<file path="src/rtl/pcs_tx_pack.sv">
// pcs_tx_pack -- transmit-side PCS frame packer.
//
// Builds fixed P_FRAME_LEN-word frames of 64-bit words: a sync header word,
// two control words, three auxiliary payload words (UART, audio0, audio1)
// and P_VIDEO_LEN video words read from the line FIFO. Only the first
// P_VALID_LEN words of each frame are written to the PCS transmit FIFO.
//
// Ports:
//   i_pcs_clk, i_rst_n          clock, asynchronous active-low reset
//   i_tx_en                     level enable; a frame in progress always completes
//   i_video_lock/_vsyn          source status, sampled at word 2
//   i_line_ready                line FIFO holds a full line, sampled at word 2
//   o_video_rd_en/i_video_data  line FIFO read strobe / data (1-cycle latency)
//   i_para                      9 packed 13-bit timing slots, one sent per frame
//   i_*_req/i_*_data/o_*_ack    aux sources: level request, payload, 1-cycle ack
//   o_pcs_head/_data/_valid     frame word and its write strobe
//   o_frame_start               pulse with word 0
//   o_dbg_state                 FSM state (0 = IDLE, 1 = RUN)
//
// Handshake: an aux source holds i_*_req and i_*_data stable until it sees
// o_*_ack; the request level present at word 2 is the one honoured for the
// frame, and the ack pulses in the cycle word 2 leaves the block. Word n is
// presented on the outputs the cycle after the word counter equals n.
module pcs_tx_pack #(
  parameter int P_FRAME_LEN = 528,
  parameter int P_VALID_LEN = 512,
  parameter int P_VIDEO_S   = 9,
  parameter int P_VIDEO_LEN = 480
) (
  input  logic          i_pcs_clk,
  input  logic          i_rst_n,
  input  logic          i_tx_en,
  input  logic          i_video_lock,
  input  logic          i_video_vsyn,
  input  logic          i_line_ready,
  output logic          o_video_rd_en,
  input  logic [63:0]   i_video_data,
  input  logic [116:0]  i_para,
  input  logic          i_uart_req,
  input  logic          i_audio0_req,
  input  logic          i_audio1_req,
  input  logic [31:0]   i_uart_data,
  input  logic [63:0]   i_audio0_data,
  input  logic [63:0]   i_audio1_data,
  output logic          o_uart_ack,
  output logic          o_audio0_ack,
  output logic          o_audio1_ack,
  output logic          o_pcs_head,
  output logic [63:0]   o_pcs_data,
  output logic          o_pcs_valid,
  output logic          o_frame_start,
  output logic          o_dbg_state
);

  typedef enum logic {ST_IDLE = 1'b0, ST_RUN = 1'b1} state_t;

  localparam logic [9:0] CNT_LAST   = 10'(P_FRAME_LEN - 1);
  localparam logic [9:0] CNT_VALID  = 10'(P_VALID_LEN);
  localparam logic [9:0] VID_S      = 10'(P_VIDEO_S);
  localparam logic [9:0] VID_E      = 10'(P_VIDEO_S + P_VIDEO_LEN);
  localparam logic [9:0] RD_S       = 10'(P_VIDEO_S - 1);
  localparam logic [9:0] RD_E       = 10'(P_VIDEO_S - 1 + P_VIDEO_LEN);
  localparam logic [3:0] SLOT_LAST  = 4'd8;

  state_t       state_q, state_d;
  logic [9:0]   cnt_q, cnt_d;
  logic [3:0]   slot_k_q, slot_k_d;
  logic         video_ready_q, video_ready_d;
  logic         vsyn_q, vsyn_d;
  logic         uart_en_q, uart_en_d;
  logic         audio0_en_q, audio0_en_d;
  logic         audio1_en_q, audio1_en_d;
  logic [31:0]  uart_data_q, uart_data_d;
  logic [63:0]  audio0_data_q, audio0_data_d;
  logic [63:0]  audio1_data_q, audio1_data_d;
  logic [12:0]  para_lat_q, para_lat_d;
  logic [63:0]  pcs_data_q, pcs_data_d;
  logic         pcs_head_q, pcs_head_d;
  logic         pcs_valid_q, pcs_valid_d;
  logic         frame_start_q, frame_start_d;
  logic         uart_ack_q, uart_ack_d;
  logic         audio0_ack_q, audio0_ack_d;
  logic         audio1_ack_q, audio1_ack_d;

  logic         run;
  logic         at_latch;
  logic [12:0]  para_sel;
  logic [9:0]   bitmap;

  // Parameter slot currently selected by the rotating index.
  always_comb begin
    para_sel = 13'd0;
    for (int i = 0; i < 9; i++) begin
      if (slot_k_q == 4'(i)) para_sel = i_para[13*i +: 13];
    end
  end

  assign run      = (state_q == ST_RUN);
  assign at_latch = run && (cnt_q == 10'd2);
  assign bitmap   = 10'd1 << slot_k_q;

  // Next-state, per-frame latches and the registered word.
  always_comb begin
    state_d       = state_q;
    cnt_d         = cnt_q;
    slot_k_d      = slot_k_q;
    video_ready_d = video_ready_q;
    vsyn_d        = vsyn_q;
    uart_en_d     = uart_en_q;
    audio0_en_d   = audio0_en_q;
    audio1_en_d   = audio1_en_q;
    uart_data_d   = uart_data_q;
    audio0_data_d = audio0_data_q;
    audio1_data_d = audio1_data_q;
    para_lat_d    = para_lat_q;
    pcs_data_d    = 64'd0;
    pcs_head_d    = 1'b0;
    pcs_valid_d   = 1'b0;
    frame_start_d = 1'b0;
    uart_ack_d    = 1'b0;
    audio0_ack_d  = 1'b0;
    audio1_ack_d  = 1'b0;

    case (state_q)
      ST_IDLE: begin
        cnt_d = 10'd0;
        if (i_tx_en) state_d = ST_RUN;
      end
      ST_RUN: begin
        if (cnt_q == CNT_LAST) begin
          // The enable is only looked at on the wrap, so a frame never truncates.
          cnt_d    = 10'd0;
          slot_k_d = (slot_k_q == SLOT_LAST) ? 4'd0 : slot_k_q + 4'd1;
          if (!i_tx_en) state_d = ST_IDLE;
        end else begin
          cnt_d = cnt_q + 10'd1;
        end
      end
      default: begin
        state_d = ST_IDLE;
        cnt_d   = 10'd0;
      end
    endcase

    if (at_latch) begin
      video_ready_d = i_line_ready;
      vsyn_d        = i_video_vsyn;
      uart_en_d     = i_uart_req;
      audio0_en_d   = i_audio0_req;
      audio1_en_d   = i_audio1_req;
      para_lat_d    = para_sel;
      if (i_uart_req)   uart_data_d   = i_uart_data;
      if (i_audio0_req) audio0_data_d = i_audio0_data;
      if (i_audio1_req) audio1_data_d = i_audio1_data;
      uart_ack_d    = i_uart_req;
      audio0_ack_d  = i_audio0_req;
      audio1_ack_d  = i_audio1_req;
    end

    if (run) begin
      pcs_valid_d   = (cnt_q < CNT_VALID);
      frame_start_d = (cnt_q == 10'd0);
      case (cnt_q)
        10'd1: begin
          pcs_head_d = 1'b1;
          pcs_data_d = 64'h0000_0000_0000_00FB;
        end
        10'd2: begin
          pcs_data_d[7:0]  = i_para[7:0];
          pcs_data_d[8]    = i_video_lock;
          pcs_data_d[18:9] = bitmap;
        end
        // Word 3 reads the flags latched on the previous cycle.
        10'd3: begin
          pcs_data_d[0]    = uart_en_q;
          pcs_data_d[1]    = audio0_en_q;
          pcs_data_d[2]    = audio1_en_q;
          pcs_data_d[3]    = video_ready_q;
          pcs_data_d[4]    = vsyn_q;
          pcs_data_d[17:5] = para_lat_q;
        end
        10'd4: if (uart_en_q)   pcs_data_d = {32'd0, uart_data_q};
        10'd5: if (audio0_en_q) pcs_data_d = audio0_data_q;
        10'd6: if (audio1_en_q) pcs_data_d = audio1_data_q;
        default: begin
          if (video_ready_q && (cnt_q >= VID_S) && (cnt_q < VID_E))
            pcs_data_d = i_video_data;
        end
      endcase
    end
  end

  // Read strobe leads the video words by one cycle to cover the FIFO latency.
  assign o_video_rd_en = run && video_ready_q && (cnt_q >= RD_S) && (cnt_q < RD_E);

  always_ff @(posedge i_pcs_clk or negedge i_rst_n) begin
    if (!i_rst_n) begin
      state_q       <= ST_IDLE;
      cnt_q         <= 10'd0;
      slot_k_q      <= 4'd0;
      video_ready_q <= 1'b0;
      vsyn_q        <= 1'b0;
      uart_en_q     <= 1'b0;
      audio0_en_q   <= 1'b0;
      audio1_en_q   <= 1'b0;
      uart_data_q   <= 32'd0;
      audio0_data_q <= 64'd0;
      audio1_data_q <= 64'd0;
      para_lat_q    <= 13'd0;
      pcs_data_q    <= 64'd0;
      pcs_head_q    <= 1'b0;
      pcs_valid_q   <= 1'b0;
      frame_start_q <= 1'b0;
      uart_ack_q    <= 1'b0;
      audio0_ack_q  <= 1'b0;
      audio1_ack_q  <= 1'b0;
    end else begin
      state_q       <= state_d;
      cnt_q         <= cnt_d;
      slot_k_q      <= slot_k_d;
      video_ready_q <= video_ready_d;
      vsyn_q        <= vsyn_d;
      uart_en_q     <= uart_en_d;
      audio0_en_q   <= audio0_en_d;
      audio1_en_q   <= audio1_en_d;
      uart_data_q   <= uart_data_d;
      audio0_data_q <= audio0_data_d;
      audio1_data_q <= audio1_data_d;
      para_lat_q    <= para_lat_d;
      pcs_data_q    <= pcs_data_d;
      pcs_head_q    <= pcs_head_d;
      pcs_valid_q   <= pcs_valid_d;
      frame_start_q <= frame_start_d;
      uart_ack_q    <= uart_ack_d;
      audio0_ack_q  <= audio0_ack_d;
      audio1_ack_q  <= audio1_ack_d;
    end
  end

  assign o_pcs_data    = pcs_data_q;
  assign o_pcs_head    = pcs_head_q;
  assign o_pcs_valid   = pcs_valid_q;
  assign o_frame_start = frame_start_q;
  assign o_uart_ack    = uart_ack_q;
  assign o_audio0_ack  = audio0_ack_q;
  assign o_audio1_ack  = audio1_ack_q;
  assign o_dbg_state   = state_q;

endmodule

</file>
<file path="config.mk">
export PLATFORM = sky130hd
export DESIGN_NAME = pcs_tx_pack
export DESIGN_NICKNAME = d
export VERILOG_FILES = /design/src/rtl/pcs_tx_pack.sv
export SDC_FILE = /design/constraint.sdc
export NUM_CORES = 1
export LEC_CHECK = 0
export ABC_AREA = 1
export CAP_MARGIN = 5
export CORE_MARGIN = 2
export CORE_UTILIZATION = 48
export DETAILED_ROUTE_END_ITERATION = 7
export PLACE_DENSITY = 0.88
export SLEW_MARGIN = 0
export SYNTH_ARGS = -nofsm -noshare
export SYNTH_HDL_FRONTEND = slang
export SYNTH_SLANG_ARGS = --single-unit
</file>
<file path="constraint.sdc">
create_clock -name i_pcs_clk -period 2.65 [get_ports i_pcs_clk]
set_input_delay 0.3975 -clock i_pcs_clk [delete_from_list [all_inputs] [get_ports i_pcs_clk]]
set_output_delay 0.3975 -clock i_pcs_clk [all_outputs]
set_load 0.01 [all_outputs]
</file>
==> flow_summary.ini, run 1 <==
[clock_tree]
clk_pin_slew_worst_paths_ns = 0.07
clock_latency_ns = 0.54
cts_tree = built
htreeDepth = 1
cts_buffers = 27
clk_path_buf_depth = 3
cts_root_buf = clkbuf_16
cts_sinks = 263

[detailed_routing]
ant_nets = 0
drt_wl_total_um = 50800
wirelength_met1_um = 19600
viasPerCell = 5.32
drt_first_pass_iters = 5
route.met3.wl_um = 4050
drc = 0
met2_length_um = 24200
top_layer_used = met5
drt-initial-drc-count = 1069
vias = 14400
drt-wirelength-per-cell_um = 18.8

[sta]
setup-violations-final = 0
whs_ns = 0.383
slew_viol_final = 0
worst_pin_slew_ns = 0.660
fin_ws_ns = 0.321
clock_skew_ns = 0.0209
min_period_ns = 2.33
slew_headroom_pct = 55.8
rsz0062_at_grt = false
max_freq_ghz = 0.429
fin_crit_sh_pct = 87.9
final-hold-violation-count = 0
setup_tns_ns = 0

[logic_synthesis]
ys_seq_area_share_pct = 48.2
synth_edf_count = 0
yosys-top-cells-area = dfrtp_1, nand2_1, nand3_1
synth-seq-cells = 263
syn_nets = 2286
avgSynthCellArea_um2 = 7.09
syn_inst = 1925
synth_top_area_share_pct = 48.2
synth.largest_area_cell = dfrtp_1
syn_area_um2 = 13600
synth_ff_type = dfrtp_1
async_flop_share_pct = 100
ys_types = 34
synth_warnings = 0

[critical_path]
crit_path_max_fanout = 15
cp.arrival_ns = 2.76
startpoint = cnt_q[0]$_DFF_PN0_
ff2ff_path_depth = 12
end_kind = flip-flop
rrSetupSlack_ns = 0.32
cp.required_ns = 3.08
regToRegEndpoint = o_pcs_data[4]$_DFF_PN0_
crit_type = reg2reg
startpoint_type = flip-flop
crit_end = o_pcs_data[4]$_DFF_PN0_
r2r-start = cnt_q[0]$_DFF_PN0_

[finish]
area_growth_pct = 41.0
drive_gt1_share_pct = 4.89
fin_cells = 2710
nets = 2673
fillerInstances = 2240
multiInputGateArea_um2 = 5890
ff_latch_area_um2 = 6580
final_cell_area_um2 = 19200

[floorplanning]
ios = 422
die_x_um = 173
die-area_um2 = 29800
start_util_pct = 49.0
die_y_um = 173
placeableCoreArea_um2 = 27900
rows = 61

[grt]
antenna_found_initial = 2
grt_pass1_wl_um = 78600
grt_pass1_vias = 14500
grt_max_degree = 89
grt_usage_pct = 33.4
gr-total-overflow = 0

[flow_run]
drv_cap = 0

[placed_design]
dp_hpwl_um = 37200
place_inst = 2660
post-place-ws_ns = 0.365
io_buffers = 421
placed_area_um2 = 18300
gp_congestion = 0.956

[power]
peakVddDrop_v = 0.000602
power_leakage_uw = 0.00974
p_per_area_nw_per_um2 = 500

[min_path]
hp-class = in2async

[run_status]
outcome = finished, final reports clean
==> synthesized netlist by cell type, drive strengths merged (11+ instances only) <==
| cell type | count |
|---|---|
| ha | 11 |
| dfrtp | 263 |
| a21oi | 37 |
| buf | 48 |
| inv | 179 |
| o21ai | 103 |
| clkbuf | 57 |
| nor3 | 14 |
| nand3 | 202 |
| nand2 | 832 |
| nor2 | 143 |
| or2 | 13 |
==> final cells by class <==
class | count | share of cell area (%)
flip-flops and latches | 263 | 34.2
clock inverters | 12 | 1.11
inverters | 183 | 3.57
well taps | 378 | 2.46
repair buffers | 463 | 24.1
clock buffers | 36 | 3.95
diodes | 1 | 0.0130
multi-input cells | 1374 | 30.6
==> worst min-delay path by stage <==
stage | start | to | cells after the start
final | i_rst_n | audio1_data_q[63]$_DFFE_PN0P_ | 2
after global routing | i_audio0_data[43] | audio0_data_q[43]$_DFFE_PN0P_ | 3
after CTS | i_audio0_data[7] | audio0_data_q[7]$_DFFE_PN0P_ | 3
after detailed placement | i_rst_n | audio1_data_q[46]$_DFFE_PN0P_ | 1
after global placement | i_rst_n | audio1_data_q[46]$_DFFE_PN0P_ | 1
after floorplan | i_rst_n | audio0_data_q[0]$_DFFE_PN0P_ | 0
==> per-layer routing <==
layer  GRT usage [%]  vias up
met5               0        -
met4            17.5        2
met3            6.18      156
met2            56.1      782
met1            41.1     6774
li1                -     6695
==> sequential cells by signal (all words and copies together) (netlist names), 4 cells and up <==
register,flops
slot_k_q,4
audio0_data_q,64
uart_data_q,32
audio1_data_q,64
para_lat_q,13
o_pcs_data,64
cnt_q,10
==> power breakdown <==
group	leakage, uW	switching, uW	internal [uW]
Clock	0.000482	1610	2590
Combinational	0.00595	455	668
Sequential	0.00330	108	4210
Total	0.00974	2170	7470
==> per-stage QoR <==
step | total power (uW) | util [%]
after floorplan | 4630 | -
after global placement | 5480 | 65.6
after detailed placement | 5500 | 65.6
after CTS | 9670 | 69.1
after global routing | 9930 | 69.1
final | 9630 | 69.1
==> cells in the final DEF, fill, tap and decap left out, types with 11 or more instances in the layout <==
cell type,netlist,routed
ha_1,11,11
nand2_1,828,828
buf_4,3,33
dfrtp_1,263,262
clkdlybuf4s50_1,0,419
nand3_1,202,202
clkbuf_16,0,27
nor2_1,141,140
nor3_1,11,11
inv_1,173,172
o21ai_0,103,103
a21oi_1,37,37
==> worst max-delay path: stages (launching register included) <==
cell      delay (ns)
dfrtp_1         0.39
inv_1           0.10
ha_1            0.23
inv_1           0.06
nor3_1          0.04
nand2_1         0.34
clkinv_1        0.30
nand3_1         0.13
o21ai_0         0.16
nor2_1          0.23
nand3_1         0.13
nand2_1         0.08
inv_1           0.04
==> kinds of logic (layout without fill, tap and decap cells) <==
logic type	after synthesis	in the layout	synth area share (%)
xor+xnor	2	2	0.128
flops	263	263	48.2
other cells	0	1	0
fa+ha+maj	11	11	1.01
compound gates	146	146	5.45
buf+inv	288	694	8.75
simple gates	1215	1215	36.4
==> what timing repair did <==
action	CTS	global route
gates resized for setup	0	1
setup buffers	0	0
hold endpoints to repair	54	0
hold buffers	1	0
endpoints found under the setup margin	0	1
Note: power is estimated with default switching activity, not from simulation.
==> inputs of run 2 (changes only) <==
==> constraint.sdc (replaced) <==
create_clock -name i_pcs_clk -period 2.6 [get_ports i_pcs_clk]
set_input_delay 0.39 -clock i_pcs_clk [delete_from_list [all_inputs] [get_ports i_pcs_clk]]
set_output_delay 0.39 -clock i_pcs_clk [all_outputs]
set_load 0.01 [all_outputs]
==> flow_summary.ini, run 2 (synthesis gave the netlist of run 1 again) <==
[finish]
utilization_pct = 68.8
layout_commonest_cell = nand2_1
nets = 2674
drive_gt1_share_pct = 4.97
area_growth_pct = 40.5
fin_cells = 2715
layout_common_cells = nand2_1, clkdlybuf4s50_1, dfrtp_1
fillerInstances = 2243

[flow_run]
drv_cap = 0

[critical_path]
end_kind = flip-flop
startpoint_type = flip-flop
cp_common_cell = nand2_1
path_cells = inv_1 > ha_1 > inv_1 > nor3_1 > nand2_1 > nand3_1 > nor3_4 > buf_4 > nand2_1 > nand2_1 > nor2_1
crit_path_max_fanout = 36
cp.arrival_ns = 2.78
slowest_stage = dfrtp_1
slowest_delay_ns = 0.40
ff2ff_path_depth = 11
cp.required_ns = 3.01
crit_type = reg2reg

[grt]
grt_usage_pct = 33.1
antenna_found_initial = 5
grt_pass1_wl_um = 78600
grt_max_degree = 79
grt_pass1_vias = 14500
gr-total-overflow = 0

[sta]
slew_headroom_pct = 54.9
setup-violations-final = 0
max_freq_ghz = 0.423
setup_tns_ns = 0
clock_skew_ns = 0.0142
worst_pin_slew_ns = 0.673
fin_crit_sh_pct = 90.9
whs_ns = 0.391
rsz0062_at_grt = false
final-hold-violation-count = 0
min_period_ns = 2.36
slew_viol_final = 0

[power]
peakVddDrop_v = 0.000507
p_per_area_nw_per_um2 = 500
power_leakage_uw = 0.00971

[placed_design]
place_inst = 2662
io_buffers = 421
gp_congestion = 0.975
dp_hpwl_um = 36400

[detailed_routing]
drt_first_pass_iters = 7
drt-wirelength-per-cell_um = 18.5
ant_nets = 0
vias = 14400
drt_wl_total_um = 50200
viasPerCell = 5.29
drc = 0
drt-initial-drc-count = 1339

[clock_tree]
clock_latency_ns = 0.54
cts_tree = built
clk_pin_slew_worst_paths_ns = 0.07
post_cts_buffers = 0
cts_sinks = 263
cts_buffers = 26
cts_root_buf = clkbuf_16
clk_path_buf_depth = 3
htreeDepth = 1

[floorplanning]
die_x_um = 173
rows = 61
die_y_um = 173
die-area_um2 = 29800
placeableCoreArea_um2 = 27900
start_util_pct = 49.0
ios = 422

[min_path]
min_path_cells = 3
hp-class = in2reg

[run_status]
outcome = finished, final reports clean
-- run 2: changes by cell type in the layout (fill, tap and decap cells not counted) --
cell | previous run | this run
clkbuf_8 | 5 | 4
bufinv_16 | 6 | 4
buf_12 | 8 | 5
diode_2 | 1 | 4
buf_4 | 33 | 38
clkinv_2 | 6 | 9
-- run 2: worst paths after layout --
kind | startpoint | end | slack (ns)
setup / recovery | cnt_q[0]$_DFF_PN0_ | o_pcs_data[29]$_DFF_PN0_ | 0.24
hold / removal | i_audio0_data[49] | audio0_data_q[49]$_DFFE_PN0P_ | 0.39
setup reg to reg | cnt_q[0]$_DFF_PN0_ | o_pcs_data[29]$_DFF_PN0_ | 0.24
hold reg to reg | audio0_data_q[57]$_DFFE_PN0P_ | audio0_data_q[57]$_DFFE_PN0P_ | 0.48
max in group asynchronous | i_rst_n | uart_data_q[19]$_DFFE_PN0P_ | 1.39
min in group asynchronous | i_rst_n | audio1_data_q[52]$_DFFE_PN0P_ | 0.42
-- run 2: worst max-delay path: cells and delay by family (launching register included) --
kind / cells / cell delay [ns]
AND/OR/NAND/NOR: 7 / 1.04
adder cells (fa/ha/maj): 1 / 0.23
buffers and inverters: 3 / 0.55
flip-flops: 1 / 0.40
-- run 2: power breakdown --
part	internal (uW)	switching [uW]	total, uW
Sequential	4290	111	4400
Combinational	682	461	1140
Clock	2410	1630	4040
-- run 2: per-stage QoR --
stage,area [um^2],worst slack (ns),power [uW]
5_1_grt,19200,0.103,9900
6_report,19200,0.236,9580
3_3_place_gp,18200,0.349,5580
3_5_place_dp,18200,0.348,5600
2_1_floorplan,13600,0.643,4720
4_1_cts,19200,0.0537,9610
-- run 2: layer usage --
layer / wire [um] / global-route usage [%] / vias up
li1: - / - / 6715
met1: 18800 / 40.7 / 6662
met2: 24200 / 55.9 / 809
met3: 4450 / 6.64 / 171
met4: 2650 / 15.9 / 2
met5: 13 / 0 / -
-- run 2: repair_timing --
item                                    CTS  global route
hold buffers                              1             0
endpoints found under the setup margin    0             1
hold endpoints to repair                 71             0
gates resized for setup                   0             1
-- run 2: final cells by class --
type                    count  area [um^2]  area share [%]
clock buffers              35          746            3.89
flip-flops and latches    263         6580            34.3
clock inverters            13          169           0.881
well taps                 378          473            2.47
inverters                 183          688            3.59
repair buffers            465         4620            24.1
diodes                      4         10.0          0.0522
multi-input cells        1374         5890            30.7
